### src/rtl/key_debouncer_multi.sv
// Purpose: N-channel key synchroniser and bounce filter with press, release, long-press and auto-repeat pulses.
// Latency: a raw change first sampled on edge k reaches keyout on edge k+STABLE+1; the pulses are registered with it.
// Backpressure: none. Every pulse is one cycle wide, so consumers must sample every cycle.
//
// Ports:
//   clk        system clock; all state changes on the rising edge
//   rst_n      asynchronous active-low reset
//   key[N]     raw asynchronous key inputs (pressed level set by ACTIVE_LOW)
//   keyout[N]  debounced level, 1 = pressed
//   press_p[N], release_p[N]  one-cycle pulses on keyout 0->1 and 1->0
//   long_p[N]  one-cycle pulse once a press has lasted HOLD cycles
//   rep_p[N]   one-cycle pulse every REPEAT cycles after long_p while held (never when REPEAT == 0)
module key_debouncer_multi #(
    parameter int N          = 4,
    parameter int STABLE     = 5,
    parameter int HOLD       = 1000,
    parameter int REPEAT     = 200,
    parameter int ACTIVE_LOW = 1
) (
    input  logic         clk,
    input  logic         rst_n,
    input  logic [N-1:0] key,
    output logic [N-1:0] keyout,
    output logic [N-1:0] press_p,
    output logic [N-1:0] release_p,
    output logic [N-1:0] long_p,
    output logic [N-1:0] rep_p
);

    localparam int CW = $clog2(STABLE);
    localparam int HW = $clog2(HOLD + REPEAT) + 1;

    localparam logic [CW-1:0] CNT_MAX   = CW'(STABLE - 1);
    localparam logic [HW-1:0] HOLD_M1   = HW'(HOLD - 1);
    localparam logic [HW-1:0] HOLD_V    = HW'(HOLD);
    localparam logic [HW-1:0] RELOAD_AT = HW'(HOLD + REPEAT - 1);

    // Raw level of a released key; also the synchroniser reset value.
    localparam logic RAW_IDLE = (ACTIVE_LOW != 0);

    localparam logic [1:0] ST_IDLE    = 2'd0;
    localparam logic [1:0] ST_PRESSED = 2'd1;
    localparam logic [1:0] ST_LONG    = 2'd2;

    for (genvar i = 0; i < N; i++) begin : g_ch
        logic          s1_q;
        logic          s2_q;
        logic          kout_q;
        logic          press_q;
        logic          rel_q;
        logic          long_q;
        logic          rep_q;
        logic [CW-1:0] cnt_q;
        logic [HW-1:0] hcnt_q;
        logic [1:0]    st_q;
        logic          p;
        logic          accept;

        // Synchronised sample normalised so that 1 always means pressed.
        assign p      = s2_q ^ RAW_IDLE;
        // The new level has been seen for STABLE consecutive cycles.
        assign accept = (p != kout_q) && (cnt_q == CNT_MAX);

        always_ff @(posedge clk or negedge rst_n) begin
            if (!rst_n) begin
                s1_q    <= RAW_IDLE;
                s2_q    <= RAW_IDLE;
                kout_q  <= 1'b0;
                press_q <= 1'b0;
                rel_q   <= 1'b0;
                long_q  <= 1'b0;
                rep_q   <= 1'b0;
                cnt_q   <= '0;
                hcnt_q  <= '0;
                st_q    <= ST_IDLE;
            end else begin
                s1_q    <= key[i];
                s2_q    <= s1_q;
                press_q <= 1'b0;
                rel_q   <= 1'b0;
                long_q  <= 1'b0;
                rep_q   <= 1'b0;

                // Any sample matching the current level restarts the filter.
                if ((p == kout_q) || (cnt_q == CNT_MAX)) begin
                    cnt_q <= '0;
                end else begin
                    cnt_q <= cnt_q + CW'(1);
                end

                if (accept) begin
                    // Level change takes priority over hold events, so a
                    // release on the long/repeat edge yields release_p only.
                    kout_q  <= p;
                    press_q <= p;
                    rel_q   <= ~p;
                    hcnt_q  <= '0;
                    st_q    <= p ? ST_PRESSED : ST_IDLE;
                end else if (kout_q) begin
                    case (st_q)
                        ST_PRESSED: begin
                            hcnt_q <= hcnt_q + HW'(1);
                            if (hcnt_q == HOLD_M1) begin
                                st_q   <= ST_LONG;
                                long_q <= 1'b1;
                            end
                        end
                        ST_LONG: begin
                            // hcnt cycles through HOLD..HOLD+REPEAT-1; with
                            // repeat disabled it simply parks at HOLD.
                            if (REPEAT != 0) begin
                                if (hcnt_q == RELOAD_AT) begin
                                    hcnt_q <= HOLD_V;
                                    rep_q  <= 1'b1;
                                end else begin
                                    hcnt_q <= hcnt_q + HW'(1);
                                end
                            end
                        end
                        default: ;
                    endcase
                end
            end
        end

        assign keyout[i]    = kout_q;
        assign press_p[i]   = press_q;
        assign release_p[i] = rel_q;
        assign long_p[i]    = long_q;
        assign rep_p[i]     = rep_q;
    end

endmodule

### config.mk
export PLATFORM = sky130hd
export DESIGN_NAME = key_debouncer_multi
export DESIGN_NICKNAME = d
export VERILOG_FILES = /design/src/rtl/key_debouncer_multi.sv
export SDC_FILE = /design/constraint.sdc
export NUM_CORES = 1
export LEC_CHECK = 0
export CAP_MARGIN = 20
export CORE_UTILIZATION = 45
export CTS_CLUSTER_SIZE = 28
export DETAILED_ROUTE_END_ITERATION = 12
export PLACE_DENSITY = 0.73
export SLEW_MARGIN = 20
export SYNTH_ARGS = -nofsm -noshare
export SYNTH_HDL_FRONTEND = slang
export SYNTH_SLANG_ARGS = --single-unit
### constraint.sdc
create_clock -name clk -period 2.85 [get_ports clk]
set_clock_uncertainty 0.2 [all_clocks]
set_input_delay 0.57 -clock clk [delete_from_list [all_inputs] [get_ports clk]]
set_output_delay 0.57 -clock clk [all_outputs]
set_load 0.01 [all_outputs]
# [Word-level counts from Yosys, hierarchy flattened]
# Index checks and enable logic that the tools add are counted.
[totals] out_inout_bits=20 wordCells=192 input_bits=6 register_bits=96
[classes] muxes=80 reduce_logical=32 n_eq_ne=28 n_bitwise=4 add_sub_neg=8
[op_table] operator="2-to-1 mux 12 bit" count=12
[op_table] operator="one-hot mux 12 bit (2 select lines)" count=4
[op_table] operator="adder 12 x 1 -> 12 bit (second input constant)" count=4
[op_table] operator="equality test 12 x 10 -> 1 bit (second input constant)" count=4
[op_table] operator="equality test 12 x 11 -> 1 bit (second input constant)" count=4
[op_table] operator="2-to-1 mux 1 bit" count=44
[op_table] operator="2-to-1 mux 2 bit" count=16
[op_table] operator="nonzero test 2 bit" count=12
[op_table] operator="adder 3 x 1 -> 3 bit (second input constant)" count=4
[op_table] operator="equality test 3 bit (second input constant)" count=4
[op_table] operator="2-to-1 mux 3 bit" count=4
[op_table] operator="AND reduction 3 bit" count=4
[op_table] operator="nonzero test 3 bit" count=4
[op_table] operator="equality test 2 x 1 -> 1 bit (second input constant)" count=4
[op_table] operator="equality test 2 bit (second input constant)" count=4
[op_table] operator="AND reduction 2 bit" count=4
[op_table] operator="equality test 1 bit" count=4
[op_table] operator="logical AND 1 bit" count=4
[op_table] operator="logical OR 1 bit" count=4
[op_table] operator="!= test 1 bit" count=4
[op_table] operator="NOT 1 bit" count=4

# [Logic depth before layout (Yosys ltp)]
# Gate-level depths: netlist of the first run.
[logic_depth] word_depth=5 mapped_depth=7

# [Least setup slack after synthesis of the first run]
# OpenSTA, ideal clock, no wires.
[synth_path] path_type="register -> register" start="register g_ch[3].hcnt_q[8]" end="register g_ch[3].hcnt_q[6]" t_arrival_ps=1964 period_less_slack_ps=2238 path_slack_ps=612 stages_incl_launch_ff=6 path_buffers=1 cell_sequence="dfrtp_1 > or4_4 > or4_4 > buf_6 > a211o_1 > a21oi_2"
[synth_between] elab_chain_len=5
[synth_lines] element="from (decl)" line="54" rtl="logic [HW-1:0] hcnt_q;"
[synth_lines] element="from (signal assigned)" line="102" rtl="hcnt_q <= hcnt_q + HW'(1);"
[synth_lines] element="from (signal assigned)" line="116" rtl="hcnt_q <= hcnt_q + HW'(1);"
[synth_lines] element="equality test 12 x 11 -> 1 bit" line="112" rtl="if (hcnt_q == RELOAD_AT) begin"
[synth_lines] element="2-to-1 mux 12 bit" line="112"
[synth_lines] element="one-hot mux 12 bit (2 select lines)" line="100" rtl="case (st_q)"
[synth_lines] element="2-to-1 mux 12 bit" line="99" rtl="end else if (kout_q) begin"
[synth_lines] element="2-to-1 mux 12 bit" line="91" rtl="if (accept) begin"
# Every way passes these cells. The select of a mux whose other input is x is not followed.
# A chain may end at the register's enable or synchronous reset.

# [Worst setup path in the final report of the first run]
[layout_path] start="register g_ch[0].kout_q" end="output port keyout[0]"
[layout_rtl] element="from (decl)" line="48" rtl="logic kout_q;"
[layout_rtl] element="from (signal assigned)" line="94" rtl="kout_q <= p;"
[layout_rtl] element="to (decl)" line="23" rtl="output logic [N-1:0] keyout,"
# No word-level cell between the ends.

==> impl_summary.md, run 1 <==
Synthesis
For this run, the leading register cell type out of synthesis is dfrtp_1. The proportion of synthesized chip area in sequential cells is 0.485. In this run, synthesis produced a sequential element count of 96. The synthesized area divided by synthesized cell count is about 9.9 sq um. Counting every net in the synthesized netlist gives ~520. The number of unique standard cell types used by synthesis is 60. The area share of the largest cell type after synthesis is 0.443. Yosys printed 0 warnings.

The post-synthesis instance area is 4970 sq um. The cell type with the highest aggregate area in the netlist is dfrtp_1. In the synthesized netlist, the number of instances is 504. For this run, asynchronously set or reset flops after synthesis account for 1.00. The number of flops mapped to enable cells by yosys is 0.

Yosys attributes the largest share of cell area to dfrtp_1 44%, dfstp_2 4.2%, nand3_1 3.7%.

Place
The post-DP HPWL is 6580 microns. The number of buffers added on ports is 25. The final estimated routing congestion in global placement is 0.906. The standard cell area after detailed placement is around 5200 sq um. At the placement stage, the worst setup path has a slack of 0.522 ns. The post-placement cell count is 633.

Final layout
The area of all placed cells without fillers is 5400 sq um. The layout cell share with drive strength beyond 1 is 0.0806. The final antenna diode count is 0. Counting the fill cells in the layout gives between 900 and 1,000. After the flow finishes, the layout carries non-filler instances totaling 649. Leaving out fill and tap cells, the most frequent cell in the layout is dfrtp_1. In the layout the commonest cells are 88 x dfrtp_1, 44 x nand2_1, 37 x nand3_1. In the final design database the tool counted between 500 and 600 nets. Compared with the post-synthesis result, the final layout area differs by 8.58%.

Global routing
The initial antenna violation count is 0. The first global-routing pass estimated 16,900 microns of wire. The number of global-route vias before repair is 3,684. The total overflow reported by the global router is 0. The global-route usage over all layers is 0.184. Entering global routing, the biggest net connects just under 100 pins.

Floorplanning
The die is approximately 110 microns tall. After floorplanning, the core was divided into 38 placement rows. The top-level I/O count is 26. The region available for standard cell placement spans 10,800 sq um. The die extent in x is ~110 microns. The die outline area is 11,500 sq um. The initial standard-cell utilization of the core is 0.461.

Detailed routing
For this run, design rule violations remaining after detail routing come to 0. The number of nets with antenna violations after detailed routing is 0. The number of DRC markers after the initial detailed-route iteration is 341.

The routed length per placed instance is 15.2 microns. Detailed routing inserted a total of 3,825 vias. The iteration count of the initial detailed-routing pass is 4. The detailed-route vias per instance is roughly 5.9.

The routed design has 9880 microns of wire.

Timing
The highest achievable clock rate is roughly 420 MHz. The relative slew slack is 0.610. The worst path meets setup with 0.488 ns of slack. Of the available clock period, the critical path in the final layout requires 0.829. The total negative setup slack is 0 ns. The final count of negative-setup-slack endpoints is 0. At the pin with the least slew margin, the transition time is 0.580 ns. The number of hold-slack violations in the final timing report is 0. The worst path needs 2.36 ns of the cycle, external delays included. The total count of max-transition violations in the final report is 0.

Setup repair after global routing left no endpoint under its margin.

Critical path
The launching element type of the critical path is a flip-flop. Counting both buffers and inverters, the worst setup path holds a total of 1. The type of element capturing the critical path is an output port. STA puts the critical path data arrival time at 1.59 ns. Traced cell by cell, the critical path runs through clkdlybuf4s50_1. The register-to-register setup slack is 0.51 ns. In this design, the stage delay of the slowest critical-path cell is 0.62 ns.

The cell family with the largest share of critical-path delay is buffers and inverters. The source of the worst register-to-register timing path is g_ch[3].hcnt_q[4]$_DFFE_PN0P_. The endpoint of the lowest-slack register-to-register path is g_ch[3].hcnt_q[11]$_DFFE_PN0P_. The number of cells on the worst reg-to-reg path is 4. STA puts the critical path data required time at 2.08 ns. The worst setup path is of the flip-flop to output port kind.

The slowest stage of the critical path is the clkdlybuf4s50_1 cell. Of all nets on the critical path, the largest fanout is 13.

Clock network
Clock-pin slew was measured on the worst setup and hold paths at 0.10 ns. Post-CTS repair changed the size of 0 cells. The tree is rooted in a clkbuf_8. Clock tree synthesis found a total of 96 sinks.

Counting the buffers created by CTS gives 9. TritonCTS built the clock tree. The CTS H-tree depth is 3. In this run, post-CTS hold repair placed 0 buffers. The clock tree buffer depth is 2. Buffers added to address setup during post-CTS repair amount to 0. The clock reaches the later pin of the worst-skew pair after 0.37 ns.

Run status
The run finished with clean final reports.

Pwr
The static leakage is 2.21 nW. For this design the ratio of total power to cell area is ~660 nW/um^2. The maximum VDD drop is 0.000385 V.

Worst hold path
The worst hold path belongs to the class input port to async pin.

Run
The count of max-cap constraint violations is 0.
[metal layers]
| metal | vias to the layer above | wire length [microns] | track usage |
|---|---|---|---|
| met5 | - | 0 | 0 |
| met4 | 0 | 61 | 0.0528 |
| met3 | 4 | 459 | 0.0498 |
| met2 | 105 | 4880 | 0.307 |
| met1 | 1870 | 4480 | 0.235 |
| li1 | 1846 | - | - |
[cell families after synthesis]
| group | synth area share |
|---|---|
| simple gates | 0.250 |
| xor+xnor | 0.0247 |
| flops | 0.485 |
| buf+inv | 0.0632 |
| mux | 0.00831 |
| fa+ha+maj | 0.0302 |
| compound gates | 0.139 |
[synth_stat cells (3+ instances only)]
library cell and count:
a211o_1 4, a211oi_1 3, a21oi_1 24, a22o_1 3
a311oi_1 3, a31oi_1 6, and2_1 9, and3_1 21
and3b_1 3, and4_1 6, buf_4 20, clkbuf_1 15
dfrtp_1 88, dfstp_2 8, ha_1 12, inv_1 16
mux2i_1 3, nand2_1 44, nand3_1 37, nand3b_1 3
nand4_1 21, nor2_1 25, nor3_1 21, nor3b_1 5
nor4_1 8, nor4b_1 4, nor4bb_1 3, o21a_1 9
o21ai_0 17, o21bai_1 4, o221a_2 7, o22ai_1 4
or3_1 5, xnor2_1 4, xor2_1 10
[registers in the layout, summed over array words and instances, names as in the netlist]
signal	cells
g_ch.cnt_q	12
g_ch.hcnt_q	48
g_ch.kout_q	4
g_ch.long_q	4
g_ch.press_q	4
g_ch.rel_q	4
g_ch.rep_q	4
g_ch.s1_q	4
g_ch.s2_q	4
g_ch.st_q	8
[worst max path at each step]
| stage | start | end | slack, ns | cells after the start |
|---|---|---|---|---|
| CTS | g_ch[0].kout_q$_DFFE_PN0P_ | keyout[0] | 0.46 | 1 |
| detailed placement | g_ch[3].hcnt_q[8]$_DFFE_PN0P_ | g_ch[3].hcnt_q[11]$_DFFE_PN0P_ | 0.52 | 4 |
| floorplan | g_ch[3].hcnt_q[8]$_DFFE_PN0P_ | g_ch[3].hcnt_q[6]$_DFFE_PN0P_ | 0.61 | 5 |
| global route | g_ch[3].hcnt_q[4]$_DFFE_PN0P_ | g_ch[3].hcnt_q[11]$_DFFE_PN0P_ | 0.38 | 4 |
| global placement | g_ch[3].hcnt_q[8]$_DFFE_PN0P_ | g_ch[3].hcnt_q[11]$_DFFE_PN0P_ | 0.57 | 4 |
| finish | g_ch[0].kout_q$_DFFE_PN0P_ | keyout[0] | 0.49 | 1 |
[layout make-up]
cell class	count	area, sq um	area share
multi-input cells	354	2240	0.416
well taps	140	175	0.0325
repair buffers	27	275	0.0510
flip-flops and latches	96	2410	0.447
clock inverters	5	88.8	0.0165
inverters	16	60.1	0.0111
clock buffers	11	141	0.0262
[power by group]
part / internal [mW] / total, mW / switching, mW
registers: 1.55 / 1.78 / 0.238
logic: 0.335 / 0.772 / 0.437
clock network: 0.530 / 1.03 / 0.498
total: 2.41 / 3.59 / 1.17
[through the flow]
stage	hold WS (ns)	utilization	total power, mW
2_1_floorplan	0.0744	-	2.36
3_3_place_gp	0.145	0.479	2.53
3_5_place_dp	0.149	0.479	2.59
4_1_cts	0.0490	0.500	3.63
5_1_grt	0.0654	0.500	3.83
6_report	0.0429	0.500	3.59
Power figures use the tool's default switching activity.
==> inputs of run 2 (changes only) <==
- PLACE_DENSITY: 0.73 -> 0.75
- clock period: 2.85 -> 2.1 ns (I/O delays scaled with it)
==> run 2 against run 1 <==
Effect of this change:
- the run now ends with negative setup slack left
- final cell count grew 6.5%
- utilization up 3.4 points
- via count increased by 7.0%
- worst hold slack better by 0.12 ns
- die area did not move
- global-route usage is 1.4 points higher
- clock power grew 30%
- cell area grew 6.8%
- sequential cell count stayed put
- sequential share of layout area fell by 2.8 points
- first-iteration DRC count down 44%
- count of clock-buffer cells in the layout stayed put
- critical path type is now flip-flop to flip-flop
==> impl_summary.md, run 2 (synthesis results as in run 1) <==
Floorplanning
The core area is 10,800 sq um. The initial standard-cell utilization of the core is 0.461. The die outline area is 11,500 sq um. The top-level I/O count is 26. The number of core rows is 38. The floorplan step set the die height to 107 microns. The die is 107 microns wide.

Worst hold path
The worst min-delay path class is flip-flop to flip-flop.

Critical path
Counting stages on the worst path, the most repeated cell is or4_4. The slowest library cell on the worst path is or4_4. The total buffers and inverters traversed by the critical path is 0. Among cell families on the critical path, the largest total delay comes from simple AND/OR/NAND/NOR gates. The type of element capturing the critical path is a flip-flop.

The biggest fanout along the worst timing path is 5. The critical path goes through or4_4 > or4_4 > a211o_1 > a21oi_2. At the worst endpoint, the arrival time is 2.28 ns. By startpoint and endpoint, the worst setup path is classified as flip-flop to flip-flop. At the worst endpoint, the required time is 2.20 ns. The worst register-to-register path has a setup slack of -0.08 ns.

The biggest cell delay along the critical path is 0.58 ns. STA classifies the critical path startpoint as a flip-flop.

Clock network
The CTS H-tree depth is 3. The root buffer cell is clkbuf_8. Buffers inserted during clock tree synthesis total 9. TritonCTS built the clock tree. The clock net sink count is 96. The clock-pin transition on the worst setup and hold timing paths is 0.09 ns.

The clock tree buffer depth is 2. The insertion delay to the later sink of the worst-skew pair is 0.36 ns.

Timing
At the pin with the least slew margin, the transition time is 0.487 ns. The final cycle utilization of the critical path is 1.04. In this run the tightest slew margin relative to its limit is 0.675. On the final layout, the worst hold slack is 0.158 ns.

Setup repair after global routing could not meet its margin everywhere. The total count of max-transition violations in the final report is 0. Derived from the worst setup path, the maximum achievable clock frequency is 459 MHz. The post-layout minimum cycle time is 2.18 ns. Setup violations remaining at the end of the flow were counted as 9.

The total negative setup slack is -0.472 ns. The number of hold-slack violations in the final timing report is 0. The worst setup margin is -0.0808 ns.

Final layout
The register with the most flip-flops in the final layout is g_ch.hcnt_q. The final antenna diode count is 0. The net count reported at finish is roughly 560. Of the cells placed in the final design, the portion with a size suffix greater than 1 is 0.169.

The layout overhead on the synthesized area is 15.9%. Leaving out fill and tap cells, the most frequent cells in the layout are 86 x dfrtp_1, 44 x nand2_1, 41 x buf_4. Once layout is complete, the utilization of the core stands at 0.534. Leaving out fill and tap cells, the most frequent cell in the layout is dfrtp_1. After routing the design area is 5760 sq um.

The number of flip-flops under the largest register name is 48. In the final layout, the registers with the most flip-flops are g_ch.hcnt_q x48, g_ch.cnt_q x12, g_ch.st_q x8.

Pwr
Across the VDD grid, the largest voltage drop is 0.000550 V. The analysis attributes to cell leakage a power of 2.45 nW. For this design the ratio of total power to cell area is 862 nW/um^2. The power after layout is 4.97 mW.

Detailed routing
The number of DRC markers after the initial detailed-route iteration is 191. For this block, the routed nets add up to between 10,000 and 15,000 microns of wire. Before antenna repair, the detailed router went through 4 iterations. In the routed layout, each cell is associated on average with a via count of 5.92. Dividing the detail-routed wire length by the instance count gives 15.5 microns. The routed layout has 4,092 vias. In the routed design, unresolved DRC markers number 0.

In this run the remaining antenna-violating nets after routing total 0.

Global routing
The most used routing layer in global routing is met2. For this run, global-route usage on met3 was measured as 0.0468. The met2 track utilization from global routing is 0.321.

The total overflow reported by the global router is 0. The initial antenna violation count is 0. The first-pass GRT wire length is 18,200 microns. The maximum number of pins on one net before global-route repair is 36.

For met1 alone, demand over resource in global routing was 0.259. Across every metal layer, demand over resource in global routing totals 0.199. The number of global-route vias before repair is 3,895.

Place
The number of buffers added on ports is 25. Summing all placed instances gives a cell area of 5430 sq um. Once detailed placement completed, the half-perimeter wirelength came to 7430 microns. The congestion estimate from routability-driven global placement came to 0.902.

Run
The count of max-cap constraint violations is 0.

Run status
The final reports fail on negative setup slack. The flow ran to the end, but the final reports show violations.
==> run 2: cell types whose count changed in the layout (fill, tap and decap cells not counted), moves of 2 or more <==
cell / delta
a21oi_1: -3
a21oi_2: +3
buf_4: +39
clkdlybuf4s50_1: -3
clkinvlp_4: +2
dfrtp_1: -2
dfrtp_2: +2
dlymetal6s2s_1: +2
o21ai_0: -2
==> run 2: layout make-up <==
type / count / area, sq um
timing repair buffer: 68 / 602
sequential: 96 / 2410
tap: 140 / 175
inverter: 16 / 60.1
clock inverter: 5 / 80.1
multi-input combinational: 355 / 2290
clock buffer: 11 / 141
fill: 942 / 5030
==> run 2: per-stage QoR <==
| stage | std cells | setup slack [ns] |
|---|---|---|
| floorplan | 504 | -0.138 |
| global placement | 666 | -0.0733 |
| detailed placement | 666 | -0.121 |
| CTS | 687 | -0.111 |
| global route | 691 | -0.117 |
| finish | 691 | -0.0808 |
==> run 2: path summary, 6_finish.rpt <==
kind	from	cells after the start	to
max	g_ch[3].hcnt_q[4]$_DFFE_PN0P_	4	g_ch[3].hcnt_q[9]$_DFFE_PN0P_
min	g_ch[0].s1_q$_DFF_PN1_	0	g_ch[0].s2_q$_DFF_PN1_
max reg2reg	g_ch[3].hcnt_q[4]$_DFFE_PN0P_	4	g_ch[3].hcnt_q[9]$_DFFE_PN0P_
min reg2reg	g_ch[0].s1_q$_DFF_PN1_	0	g_ch[0].s2_q$_DFF_PN1_
max in group asynchronous	rst_n	3	g_ch[2].s2_q$_DFF_PN1_
min in group asynchronous	rst_n	2	g_ch[1].hcnt_q[7]$_DFFE_PN0P_
==> run 2: routing by layer <==
metal | share of wire | routed length [microns] | up-vias
met5 | 0 | 0 | -
met1 | 0.44 | 4690 | 1981
met4 | 0.022 | 236 | 0
met3 | 0.056 | 603 | 26
met2 | 0.48 | 5170 | 155
li1 | - | - | 1930
==> run 2: power breakdown <==
group          internal (mW)  switching (mW)  total [mW]
Clock                  0.702           0.635        1.34
Sequential              2.10           0.263        2.37
Combinational          0.561           0.704        1.27
==> run 2: timing repair <==
item	4_1_cts	5_1_grt
cloned	1	0
hold buffers	1	0
endpoints found under the setup margin	9	25
setup buffers	3	4
endpoints found under the hold margin	29	0
resized for setup	9	9
pin swaps	7	8
==> inputs of run 3 (changes only) <==
- GPL_ROUTABILITY_DRIVEN: default -> 1
==> results of run 3 <==
Final layout, timing and power as in run 2 (identical DEF).
